<file path="config.mk">
export PLATFORM = sky130hd
export DESIGN_NAME = frame_encoder_gen2
export DESIGN_NICKNAME = d
export VERILOG_FILES = /design/src/rtl/frame_encoder_gen2.sv
export SDC_FILE = /design/constraint.sdc
export NUM_CORES = 1
export LEC_CHECK = 0
export CORE_ASPECT_RATIO = 0.6
export CORE_MARGIN = 3
export CORE_UTILIZATION = 62
export CTS_CLUSTER_DIAMETER = 100
export CTS_CLUSTER_SIZE = 12
export DETAILED_ROUTE_END_ITERATION = 7
export PLACE_DENSITY = 0.89
export SYNTH_ARGS = -nofsm -noshare
export SYNTH_HDL_FRONTEND = slang
export SYNTH_SLANG_ARGS = --single-unit
</file>
<file path="constraint.sdc">
create_clock -name clk_i -period 4.5 [get_ports clk_i]
set_input_delay 1.125 -clock clk_i [delete_from_list [all_inputs] [get_ports clk_i]]
set_output_delay 1.125 -clock clk_i [all_outputs]
set_load 0.1 [all_outputs]
</file>
<file path="src/rtl/frame_encoder_gen2.sv">
// PHY frame serialiser: byte FIFO, CRC-16/32, PN9 whitening and SHR/PHR framing,
// streamed one bit per clock from the first preamble bit to the last FCS bit.
module frame_encoder_gen2 #(
  parameter int          FIFO_ADDR_W    = 4,
  parameter int          PREAMBLE_BYTES = 4,
  parameter logic [15:0] SFD_VAL        = 16'h904E,
  parameter int          MAX_LEN        = 2047,
  parameter logic [8:0]  PN9_SEED       = 9'h1FF
) (
  input  logic        clk_i,
  input  logic        reset_n_i,
  input  logic        frame_start_i,
  input  logic [10:0] frame_len_i,
  input  logic        fcs_type_i,
  input  logic        whiten_en_i,
  input  logic [7:0]  in_data_i,
  input  logic        in_valid_i,
  output logic        in_ready_o,
  output logic        out_bit_o,
  output logic        out_valid_o,
  output logic        out_last_o,
  output logic        busy_o,
  output logic        err_o
);
  localparam int DEPTH = 2**FIFO_ADDR_W;
  localparam logic [2:0] S_IDLE = 3'd0, S_PRE = 3'd1, S_SFD = 3'd2,
                         S_PHR  = 3'd3, S_PSDU = 3'd4, S_FCS = 3'd5;
  localparam logic [13:0]          PRE_LAST = 14'(PREAMBLE_BYTES*8-1);
  localparam logic [11:0]          MAX_L12  = 12'(MAX_LEN);
  localparam logic [FIFO_ADDR_W:0] DEPTH_V  = (FIFO_ADDR_W+1)'(DEPTH);
  localparam logic [FIFO_ADDR_W:0] PTR_ONE  = (FIFO_ADDR_W+1)'(1);

  logic [2:0]           state_q, state_d;
  logic [13:0]          cnt_q, cnt_d;
  logic [10:0]          len_q, len_d, plen_q, plen_d, acc_q, acc_d;
  logic                 fcs_q, fcs_d, wht_q, wht_d, err_q, err_d;
  logic [31:0]          crc_q, crc_d;
  logic [8:0]           pn_q, pn_d;
  logic [7:0]           cur_q, cur_d;
  logic [FIFO_ADDR_W:0] wr_q, wr_d, rd_q, rd_d;
  logic [7:0]           mem_q [DEPTH];

  logic [FIFO_ADDR_W:0] fill;
  logic [7:0]           head;
  logic [15:0]          phr;
  logic                 empty, full, wr_en, underflow, dbit, cbit, fb, legal;
  logic                 psdu_end, fcs_end;

  assign fill      = wr_q - rd_q;
  assign empty     = (fill == '0);
  assign full      = (fill == DEPTH_V);
  assign head      = mem_q[rd_q[FIFO_ADDR_W-1:0]];
  assign busy_o    = (state_q != S_IDLE);
  assign err_o     = err_q;
  assign in_ready_o = busy_o & ~full & (acc_q < plen_q);
  // A byte slot with nothing queued ends the frame in the very cycle it is due.
  assign underflow = (state_q == S_PSDU) && (cnt_q[2:0] == 3'd0) && empty;
  assign wr_en     = in_valid_i & in_ready_o & ~underflow;
  assign dbit      = (cnt_q[2:0] == 3'd0) ? head[0] : cur_q[cnt_q[2:0]];
  assign cbit      = fcs_q ? ~crc_q[~cnt_q[4:0]] : crc_q[{1'b0, ~cnt_q[3:0]}];
  assign fb        = (fcs_q ? crc_q[31] : crc_q[15]) ^ dbit;
  assign psdu_end  = (cnt_q == {plen_q - 11'd1, 3'b111});
  assign fcs_end   = (cnt_q[4:0] == (fcs_q ? 5'd31 : 5'd15));
  assign legal     = ({1'b0, frame_len_i} <= MAX_L12) &&
                     (frame_len_i >= (fcs_type_i ? 11'd5 : 11'd3));
  assign out_valid_o = busy_o & ~underflow;
  assign out_last_o  = (state_q == S_FCS) & fcs_end;

  always_comb begin
    phr = '0;
    phr[3] = fcs_q;
    phr[4] = wht_q;
    for (int i = 0; i < 11; i++) phr[5+i] = len_q[10-i];
  end

  always_comb begin
    out_bit_o = 1'b0;
    case (state_q)
      S_PRE:   out_bit_o = ~cnt_q[0];
      S_SFD:   out_bit_o = SFD_VAL[cnt_q[3:0]];
      S_PHR:   out_bit_o = phr[cnt_q[3:0]];
      S_PSDU:  out_bit_o = (dbit ^ (wht_q & pn_q[0])) & ~underflow;
      S_FCS:   out_bit_o = cbit ^ (wht_q & pn_q[0]);
      default: out_bit_o = 1'b0;
    endcase
  end

  always_comb begin
    state_d = state_q;
    cnt_d   = cnt_q + 14'd1;
    len_d   = len_q;
    plen_d  = plen_q;
    fcs_d   = fcs_q;
    wht_d   = wht_q;
    crc_d   = crc_q;
    pn_d    = pn_q;
    cur_d   = cur_q;
    err_d   = 1'b0;
    wr_d    = wr_q + {{FIFO_ADDR_W{1'b0}}, wr_en};
    rd_d    = rd_q;
    acc_d   = acc_q + {10'd0, wr_en};
    case (state_q)
      S_IDLE: begin
        cnt_d = '0;
        if (frame_start_i) begin
          if (legal) begin
            state_d = S_PRE;
            len_d   = frame_len_i;
            plen_d  = frame_len_i - (fcs_type_i ? 11'd4 : 11'd2);
            fcs_d   = fcs_type_i;
            wht_d   = whiten_en_i;
            acc_d   = '0;
            crc_d   = fcs_type_i ? 32'hFFFF_FFFF : 32'h0;
          end else begin
            err_d = 1'b1;
          end
        end
      end
      S_PRE: if (cnt_q == PRE_LAST) begin state_d = S_SFD; cnt_d = '0; end
      S_SFD: if (cnt_q[3:0] == 4'd15) begin state_d = S_PHR; cnt_d = '0; end
      S_PHR: if (cnt_q[3:0] == 4'd15) begin
        state_d = S_PSDU;
        cnt_d   = '0;
        pn_d    = PN9_SEED;
      end
      S_PSDU: begin
        if (underflow) begin
          state_d = S_IDLE;
          err_d   = 1'b1;
          wr_d    = '0;
          rd_d    = '0;
        end else begin
          if (cnt_q[2:0] == 3'd0) begin
            rd_d  = rd_q + PTR_ONE;
            cur_d = head;
          end
          crc_d = fcs_q ? ({crc_q[30:0], 1'b0} ^ (fb ? 32'h04C1_1DB7 : 32'h0))
                        : ({16'h0, crc_q[14:0], 1'b0} ^ (fb ? 32'h0000_1021 : 32'h0));
          pn_d  = {pn_q[0] ^ pn_q[5], pn_q[8:1]};
          if (psdu_end) begin state_d = S_FCS; cnt_d = '0; end
        end
      end
      S_FCS: begin
        pn_d = {pn_q[0] ^ pn_q[5], pn_q[8:1]};
        if (fcs_end) begin state_d = S_IDLE; cnt_d = '0; end
      end
      default: state_d = S_IDLE;
    endcase
  end

  always_ff @(posedge clk_i) begin
    if (wr_en) mem_q[wr_q[FIFO_ADDR_W-1:0]] <= in_data_i;
  end

  always_ff @(posedge clk_i) begin
    if (!reset_n_i) begin
      state_q <= S_IDLE;
      cnt_q   <= '0;
      len_q   <= '0;
      plen_q  <= '0;
      acc_q   <= '0;
      fcs_q   <= 1'b0;
      wht_q   <= 1'b0;
      err_q   <= 1'b0;
      crc_q   <= '0;
      pn_q    <= PN9_SEED;
      cur_q   <= '0;
      wr_q    <= '0;
      rd_q    <= '0;
    end else begin
      state_q <= state_d;
      cnt_q   <= cnt_d;
      len_q   <= len_d;
      plen_q  <= plen_d;
      acc_q   <= acc_d;
      fcs_q   <= fcs_d;
      wht_q   <= wht_d;
      err_q   <= err_d;
      crc_q   <= crc_d;
      pn_q    <= pn_d;
      cur_q   <= cur_d;
      wr_q    <= wr_d;
      rd_q    <= rd_d;
    end
  end
endmodule

</file>
# Yosys cells after proc, flatten, opt, wreduce, memory -nomap -nowiden
# Memory sizes are Yosys's and may differ from the RTL's. A register that Yosys moved wholly into a read port is not among the register bits.
# Index checks and enable logic that the tools add are counted.
dict set report word_totals {
  ram_bits 128
  input_bits 25
  word_cells 140
  mem_count 2
  mem_bits_ro 16
  ff_bits 112
}
dict set report op_classes {
  n_eq_ne 18
  bitwise_logic 20
  add_sub_neg 7
  n_lt_le_gt_ge 6
  reduce_logical 16
  mux 58
}
# memory words width rd rd_clocked_by_memory_dff write_ports line
set mem_list {}
lappend mem_list {mem_q 16 8 1 1 1 41} ;# logic [7:0] mem_q [DEPTH];
lappend mem_list {{(no name shown)} 16 1 1 1 0 80} ;# S_SFD: out_bit_o = SFD_VAL[cnt_q[3:0]];
# op count
set ops {}
lappend ops {{2-to-1 mux 32 bit} 5}
lappend ops {{2-to-1 mux 14 bit} 5}
lappend ops {{case mux 14 bit (5 select lines)} 1}
lappend ops {{case mux 32 bit (2 select lines)} 1}
lappend ops {{2-to-1 mux 11 bit} 3}
lappend ops {{bitwise XOR 32 x 27 -> 32 bit} 1}
lappend ops {{2-to-1 mux 3 bit} 10}
lappend ops {{2-to-1 mux 27 bit} 1}
lappend ops {{case mux 9 bit (3 select lines)} 1}
lappend ops {{2-to-1 mux 5 bit} 5}
lappend ops {{2-to-1 mux 9 bit} 2}
lappend ops {{case mux 3 bit (6 select lines)} 1}
lappend ops {{bitwise XOR 16 x 13 -> 16 bit} 1}
lappend ops {{adder 14 x 1 -> 14 bit, second input constant} 1}
lappend ops {{== test 14 bit} 1}
lappend ops {{== test 14 x 5 -> 1 bit, second input constant} 1}
lappend ops {{!= test 2 bit, second input constant} 7}
lappend ops {{2-to-1 mux 1 bit} 13}
lappend ops {{2-to-1 mux 13 bit} 1}
lappend ops {{2-to-1 mux 4 bit} 3}
lappend ops {{adder 11 x 1 -> 11 bit} 1}
lappend ops {{>= comparator 11 x 3 -> 1 bit} 1}
lappend ops {{< comparator 11 bit} 1}
lappend ops {{subtractor 11 x 1 -> 11 bit, second input constant} 1}
lappend ops {{other kinds (35)} 57}

# Longest topological paths before layout
# Gate-level depths: netlist (run 1).
dict set report depth {
  word_depth 11
  mapped_depth 16
}

# Worst setup path after synthesis (run 1)
# Ideal clock, no wire load.
dict set report synth_timing {
  path_kind {reg-to-output}
  start {register cnt_q[0]}
  end {output port out_bit_o}
  slack_ns -2.009
  stages_incl_launch_ff 9
  t_arrival_ns 5.384
  t_required_ns 3.375
  path_cell_list {dfxtp_1 buf_2 clkbuf_1 mux4_2 mux4_2 o211ai_1 o21ai_0 xnor2_1 o41ai_1}
}
dict set report synth_via {
  elab_chain_cells 7
  elab_cells_between_ends 22
  classes_between {11 x mux; 8 x bitwise; 3 x reduce/logical}
}
# element line
set synth_rtl {}
lappend synth_rtl {{from (decl)} 34} ;# logic [13:0] cnt_q, cnt_d;
lappend synth_rtl {{from (signal assigned)} 172} ;# cnt_q <= cnt_d;
lappend synth_rtl {{NOT 5 bit} 60} ;# assign cbit = fcs_q ? ~crc_q[~cnt_q[4:0]] : crc_q[{1'b0, ~cnt_q[3:0]}];
lappend synth_rtl {{binary-select mux 1 bit (select 5 bit)} 60}
lappend synth_rtl {{2-to-1 mux 1 bit (implied by the code)} 60}
lappend synth_rtl {{NOT 1 bit} 60}
lappend synth_rtl {{2-to-1 mux 1 bit} 60}
lappend synth_rtl {{bitwise XOR 1 bit} 83} ;# S_FCS: out_bit_o = cbit ^ (wht_q & pn_q[0]);
lappend synth_rtl {{case mux 1 bit (5 select lines) (*)} 78} ;# case (state_q)
lappend synth_rtl {{to (decl)} 19} ;# output logic out_bit_o,
# Every way passes the cells marked *; elsewhere a longest branch is shown, timed or not. The select of a mux whose other input is x is not followed.

==> out/metrics.cfg, run 1 <==
[clocking]
cts_num_sinks = 244
path_clk_slew_ns = 0.06
clockBufferDepth = 3
root_buffer = clkbuf_16
h-tree-depth = 1
cts_setup_buffers = 0
cts_tree = built
ctsResizeCount = 2
cts_buffers = 24
postCtsHoldBufs = 0
clk-insertion-delay-late_ns = 0.54

[timing]
post-route-period-util_pct = 98.15
slew_headroom_pct = 35.44
setup_viol = 0
max_clock_freq_mhz = 226.4
clock_skew_ns = 0.02701
period_minus_slack_ns = 4.417
drv_slew = 0
tightestPinTransition_ns = 0.9654
final-hold-violation-count = 0

[power]
p_leak_nw = 4.391
power.density_mw_per_mm2 = 485.6
vdd_drop_max_mv = 0.4387

[cells_and_area]
ff_latch_area_mm2 = 0.006172
syn_to_final_growth_pct = 12.44
nFillCells = 1029
layout_commonest_cell = edfxtp_1
fin_cells = 1228
fin_nets = 1033
fin_area_mm2 = 0.01264
drive_gt1_share_pct = 13.80
multi_input_area_mm2 = 0.004761
mostFrequentLayoutCells = edfxtp_1, dfxtp_1, nor2_1

[drt]
routedWlPerCell_um = 23.80
vias = 8241
routed_wl_mm = 29.23
dr.pass1.iters = 6
ant_nets = 0
drc = 0
first_iter_violations = 1147
via_per_inst = 6.711

[yosys]
synth.yosys.seq_area_share_pct = 54.85
syn_inst = 940
synth_enable_flop_cells = 128
synth_area_leaders = edfxtp_1, dfxtp_1, mux4_2
ys_seq_elements = 244
syn-num-nets = 995
yosysTopAreaCellShare_pct = 34.19
synth_area_mm2 = 0.01124
yosys_warnings = 0
ys.flop_type = edfxtp_1
synth_top_area_cell = edfxtp_1
asyncSetResetFlopFracSynth_pct = 0
syn_avg_cell_area_um2 = 11.96
ys_types = 60

[floorplan]
io_pins = 31
num_rows = 37
die_area_mm2 = 0.01984
die_x_um = 179.8
die_h_um = 110.3
start_util_pct = 64.41
core_area_mm2 = 0.01745

[critical_path]
cp_max_fo = 8
crit_path_end_kind = output pin
reg2reg_from = rd_q[1]
required_ns = 3.38
cp-start-kind = flip-flop
cp_data_arrival_time_ns = 3.29
crit_type = flip-flop to output pin
worst_r2r_path_depth = 15

[worst_hold_path]
min_path_type = flip-flop to flip-flop
hp-start = len_q[2]
holdPathStages = 2

[placement]
placed_area_mm2 = 0.01193
dp_hpwl_mm = 19.40
portBuffers = 30
dp_cells = 1186
routabilityCongestion = 0.9424

[status]
status = completed

[flow_run]
cap_violations = 0

[global_route]
grt_use_total_pct = 29.53
grt_pass1_wl_mm = 44.87
antenna_found_initial = 1
grt_pass1_vias = 7876
grt_overflow_total = 0
grt_max_degree = 52

[Yosys cell counts (4+ instances only)]
master    instances
edfxtp_1        128
dfxtp_1         116
nor2_1          104
nand2_1          63
a21oi_1          60
mux4_2           54
clkbuf_1         43
xor2_1           31
inv_1            30
o21ai_0          30
ha_1             29
xnor2_1          29
a211oi_1         27
nor3_1           25
nand3_1          20
and3_1           13
mux2i_1          10
nor4_1           10
nand2b_1          9
nand4_1           9
nor4b_1           9
a21o_1            7
and2_1            7
buf_2             7
or4_1             6
nor2b_1           5
o211ai_1          5
o21a_1            5
a31oi_1           4
[sequential cells by signal, indices dropped and copies added, names as in the netlist, named ones only]
name,cells
acc_q,11
cnt_q,14
crc_q,32
cur_q,8
err_o,1
fcs_q,1
len_q,11
mem_q,128
plen_q,10
pn_q,9
rd_q,5
state_q,3
wht_q,1
wr_q,5
[power breakdown]
part           total, mW  leakage (nW)  internal (mW)  switching (mW)
logic               1.55          1.96          0.611           0.939
clock network       1.85         0.329           1.00           0.851
registers           2.73          2.10           2.52           0.211
total               6.14          4.39           4.14            2.00
[worst paths after layout]
check	slack [ns]	endpoint
worst min-delay path	0.47	len_q[2]
worst max-delay path	0.08	out_bit_o
worst min register to register	0.47	len_q[2]
worst max register to register	0.52	acc_q[6]
[cell type report]
type | count | area share, %
well taps | 234 | 2.316
repair buffers | 67 | 4.721
diodes | 1 | 0.01980
inverters | 32 | 0.9502
multi-input cells | 609 | 37.66
clock buffers | 39 | 5.196
clock inverters | 2 | 0.3068
flip-flops and latches | 244 | 48.83
[cells by family after synthesis]
| kind of cell | after synthesis | synth area share, % |
|---|---|---|
| AO/OA/AOI/OAI | 161 | 8.982 |
| XOR/XNOR | 61 | 4.819 |
| adder cells (fa/ha/maj) | 30 | 3.406 |
| buffers and inverters | 87 | 3.116 |
| flip-flops | 244 | 54.85 |
| multiplexers | 68 | 12.51 |
| AND/OR/NAND/NOR | 289 | 12.32 |
[per-stage QoR]
stage               hold WS (ns)  setup slack [ns]  power, mW  util [%]  setup TNS [ns]
floorplan                 0.4331           0.08530      3.823         -               0
global placement          0.4408            0.5127      4.190     68.36               0
detailed placement        0.4509            0.4051      4.255     68.36               0
CTS                       0.4697           0.04135      6.097     72.37               0
global route              0.4848         -0.001460      6.354     72.41       -0.001460
finish                    0.4711           0.08338      6.138     72.43               0
[critical path, cell delays in order, from the launching register on]
cell and delay, ns:
dfxtp_2 0.42, buf_6 0.19, mux4_2 0.51, mux4_2 0.50
mux2_4 0.29, mux2i_4 0.22, xor2_1 0.11, a21oi_2 0.19
o41ai_4 0.12, buf_12 0.18
[routing by layer]
metal,GRT usage (%),share of wire (%),vias to the layer above
met2,44.74,44,596
met3,8.689,13,82
met1,42.35,40,4001
li1,-,-,3560
met5,0,0.048,-
met4,8.053,2.6,2
(Power assumes the default switching activity.)
==> run 2, diff against run 1 <==
--- a/config.mk
+++ b/config.mk
@@ -5,6 +5,7 @@
 export SDC_FILE = /design/constraint.sdc
 export NUM_CORES = 1
 export LEC_CHECK = 0
+export CAP_MARGIN = 20
 export CORE_ASPECT_RATIO = 0.6
 export CORE_MARGIN = 3
 export CORE_UTILIZATION = 62
==> results of run 2 <==
The final DEF is identical to that of run 1; final timing and power are the same.
==> run 3, diff against run 2 <==
--- a/config.mk
+++ b/config.mk
@@ -7,12 +7,11 @@
 export LEC_CHECK = 0
 export CAP_MARGIN = 20
 export CORE_ASPECT_RATIO = 0.6
-export CORE_MARGIN = 3
-export CORE_UTILIZATION = 62
-export CTS_CLUSTER_DIAMETER = 100
+export CORE_UTILIZATION = 50
+export CTS_CLUSTER_DIAMETER = 80
 export CTS_CLUSTER_SIZE = 12
 export DETAILED_ROUTE_END_ITERATION = 7
-export PLACE_DENSITY = 0.89
+export PLACE_DENSITY = 0.76
 export SYNTH_ARGS = -nofsm -noshare
 export SYNTH_HDL_FRONTEND = slang
 export SYNTH_SLANG_ARGS = --single-unit
==> run 3 against run 2 <==
Against the previous run:
- final area up 0.56%
- count of clock-buffer cells in the layout down 1
- clock skew up 0.0027 ns
- critical path depth down 1
- flip-flop and latch count unchanged
- wire length down 16%
- via count down 7.9%
- first-iteration DRC count down 34%
==> out/metrics.cfg, run 3 (synthesized netlist as in run 1, its figures left out) <==
[critical_path]
worst_r2r_path_depth = 14  ; -1
cp_data_arrival_time_ns = 3.28  ; about the same
cp-start-kind = flip-flop
crit_type = flip-flop to output pin
critPathSlowestCell = mux4_1
crit_chain = mux4_1 > mux4_2 > mux2_4 > mux2i_4 > xor2_1 > a21oi_2 > o41ai_4 > buf_12
required_ns = 3.38  ; about the same
crit_path_end_kind = output pin
cp_max_fo = 7  ; -1
slowest_delay_ns = 0.65  ; +0.14 ns

[status]
status = completed

[cells_and_area]
antennaDiodeCount = 0  ; -1
nFillCells = 1774  ; +72%
drive_gt1_share_pct = 14.03  ; +0.23 points
layout_commonest_cell = edfxtp_1
largest_reg_flops = 128  ; unchanged
syn_to_final_growth_pct = 13.08
mostFrequentLayoutCells = edfxtp_1, dfxtp_1, nor2_1
fin_nets = 1032  ; -0.097%

[clocking]
path_clk_slew_ns = 0.06  ; about the same
clockBufferDepth = 3  ; unchanged
clk-insertion-delay-late_ns = 0.55  ; about the same
ctsResizeCount = 2  ; unchanged
cts_tree = built
cts_setup_buffers = 0  ; unchanged
root_buffer = clkbuf_16
postCtsHoldBufs = 0  ; unchanged
h-tree-depth = 1  ; unchanged
cts_num_sinks = 244  ; unchanged
cts_buffers = 24  ; unchanged

[drt]
via_per_inst = 5.943  ; -11%
routedWlPerCell_um = 19.21  ; -19%
routed_wl_mm = 24.54  ; -16%
ant_nets = 0  ; unchanged
dr.pass1.iters = 5  ; -1
drc = 0  ; unchanged
vias = 7589  ; -7.9%
first_iter_violations = 761  ; -34%

[placement]
routabilityCongestion = 0.8492  ; -9.9%
dp_hpwl_mm = 17.04  ; -12%
portBuffers = 30  ; unchanged
post-place-ws_ns = 0.3425  ; -0.06262 ns

[timing]
setup_viol = 0  ; unchanged
tightestPinTransition_ns = 0.9698  ; +0.004419 ns
slew_headroom_pct = 35.14  ; -0.30 points
worst_slack_ns = 0.09439  ; +0.01100 ns
final-hold-violation-count = 0  ; unchanged
period_minus_slack_ns = 4.406  ; -0.01100 ns
rsz0062_at_grt = no
post-route-period-util_pct = 97.90  ; -0.24 points
max_clock_freq_mhz = 227.0  ; +0.25%
drv_slew = 0  ; unchanged
tns_ns = 0  ; unchanged
clock_skew_ns = 0.02969  ; +0.002678 ns

[worst_hold_path]
min_path_type = flip-flop to flip-flop
holdPathStages = 2  ; unchanged

[floorplan]
start_util_pct = 50.94  ; -13 points
core_area_mm2 = 0.02207  ; +26%
die_h_um = 118.2  ; +7.1%
die_area_mm2 = 0.02311  ; +16%
die_x_um = 195.6  ; +8.8%
io_pins = 31  ; unchanged
num_rows = 42  ; +14%

[power]
power.density_mw_per_mm2 = 474.3  ; -2.3%
p_seq_share_pct = 45.3  ; +0.8 points
p_switching_mw = 1.911  ; -4.5%
p_leak_nw = 4.386  ; -0.12%
p_sw_share_pct = 31.70  ; -0.89 points
internal-power_mw = 4.118  ; -0.48%
clockPowerShare_pct = 30.2  ; about the same
comb_power_share_pct = 24.5  ; -0.8 points
vdd_drop_max_mv = 0.3789  ; -14%

[global_route]
grt_pass1_vias = 7088  ; -10%
grt_max_degree = 52  ; unchanged
grt_pass1_wl_mm = 39.25  ; -13%
antenna_found_initial = 0  ; -1
grt_overflow_total = 0  ; unchanged
grt_use_total_pct = 21.83  ; -7.7 points

[flow_run]
cap_violations = 0  ; unchanged

==> run 3: cell types whose count changed in the layout (fill, tap and decap cells not counted) <==
cell,change
buf_4,-2
clkbuf_4,+2
nor4_1,-2
nor4_2,+2
a211oi_2,-1
a211oi_4,+1
buf_6,-1
clkbuf_1,-1
dfxtp_1,-1
dfxtp_4,+1
diode_2,-1
==> run 3: worst paths after layout <==
kind	slack (ns)	endpoint	startpoint
hold / removal	0.47	len_q[10]	len_q[10]
hold reg to reg	0.47	len_q[10]	len_q[10]
setup / recovery	0.09	out_bit_o	flip-flop
setup reg to reg	0.71	acc_q[6]	rd_q[1]
==> run 3: metal layers <==
metal	up-vias	global-route usage, %	routed length (µm)
met5	-	0	0
met4	0	3.396	281
met3	27	4.652	1912
met2	253	29.60	9920
met1	3747	35.86	12420
li1	3562	-	-
==> run 3: critical path, delay by kind of cell (launching register included) <==
family / cells / cell delay [ns]
compound gates: 2 / 0.31
xor+xnor: 1 / 0.13
mux: 4 / 1.72
flops: 1 / 0.42
buf+inv: 1 / 0.18
==> run 3: power by group through the flow <==
stage | registers [mW] | logic (mW) | clock network, mW
finish | 2.73 | 1.48 | 1.82
global route | 2.76 | 1.61 | 1.95
CTS | 2.73 | 1.46 | 1.86
detailed placement | 2.77 | 1.45 | 0
global placement | 2.77 | 1.42 | 0
floorplan | 2.67 | 1.16 | 0
==> run 3: final cells by class <==
cell class                 instances  area (µm²)  area share (%)
clock inverter                     2       38.79          0.3051
timing repair buffer              66       585.6           4.606
clock buffer                      38       653.1           5.138
inverter                          32       120.1          0.9449
multi-input combinational        609        4781           37.61
tap                              286       357.8           2.815
sequential                       244        6176           48.58
==> run 3: through the flow <==
stage	hold slack, ns	total power, mW	cells	area, µm²	util [%]
2_1_floorplan	0.4331	3.823	940	11260	-
3_3_place_gp	0.4421	4.187	1233	11970	54.23
3_5_place_dp	0.4497	4.226	1235	11990	54.30
4_1_cts	0.4674	6.056	1275	12680	57.45
5_1_grt	0.4903	6.319	1277	12710	57.60
6_report	0.4654	6.029	1277	12710	57.60
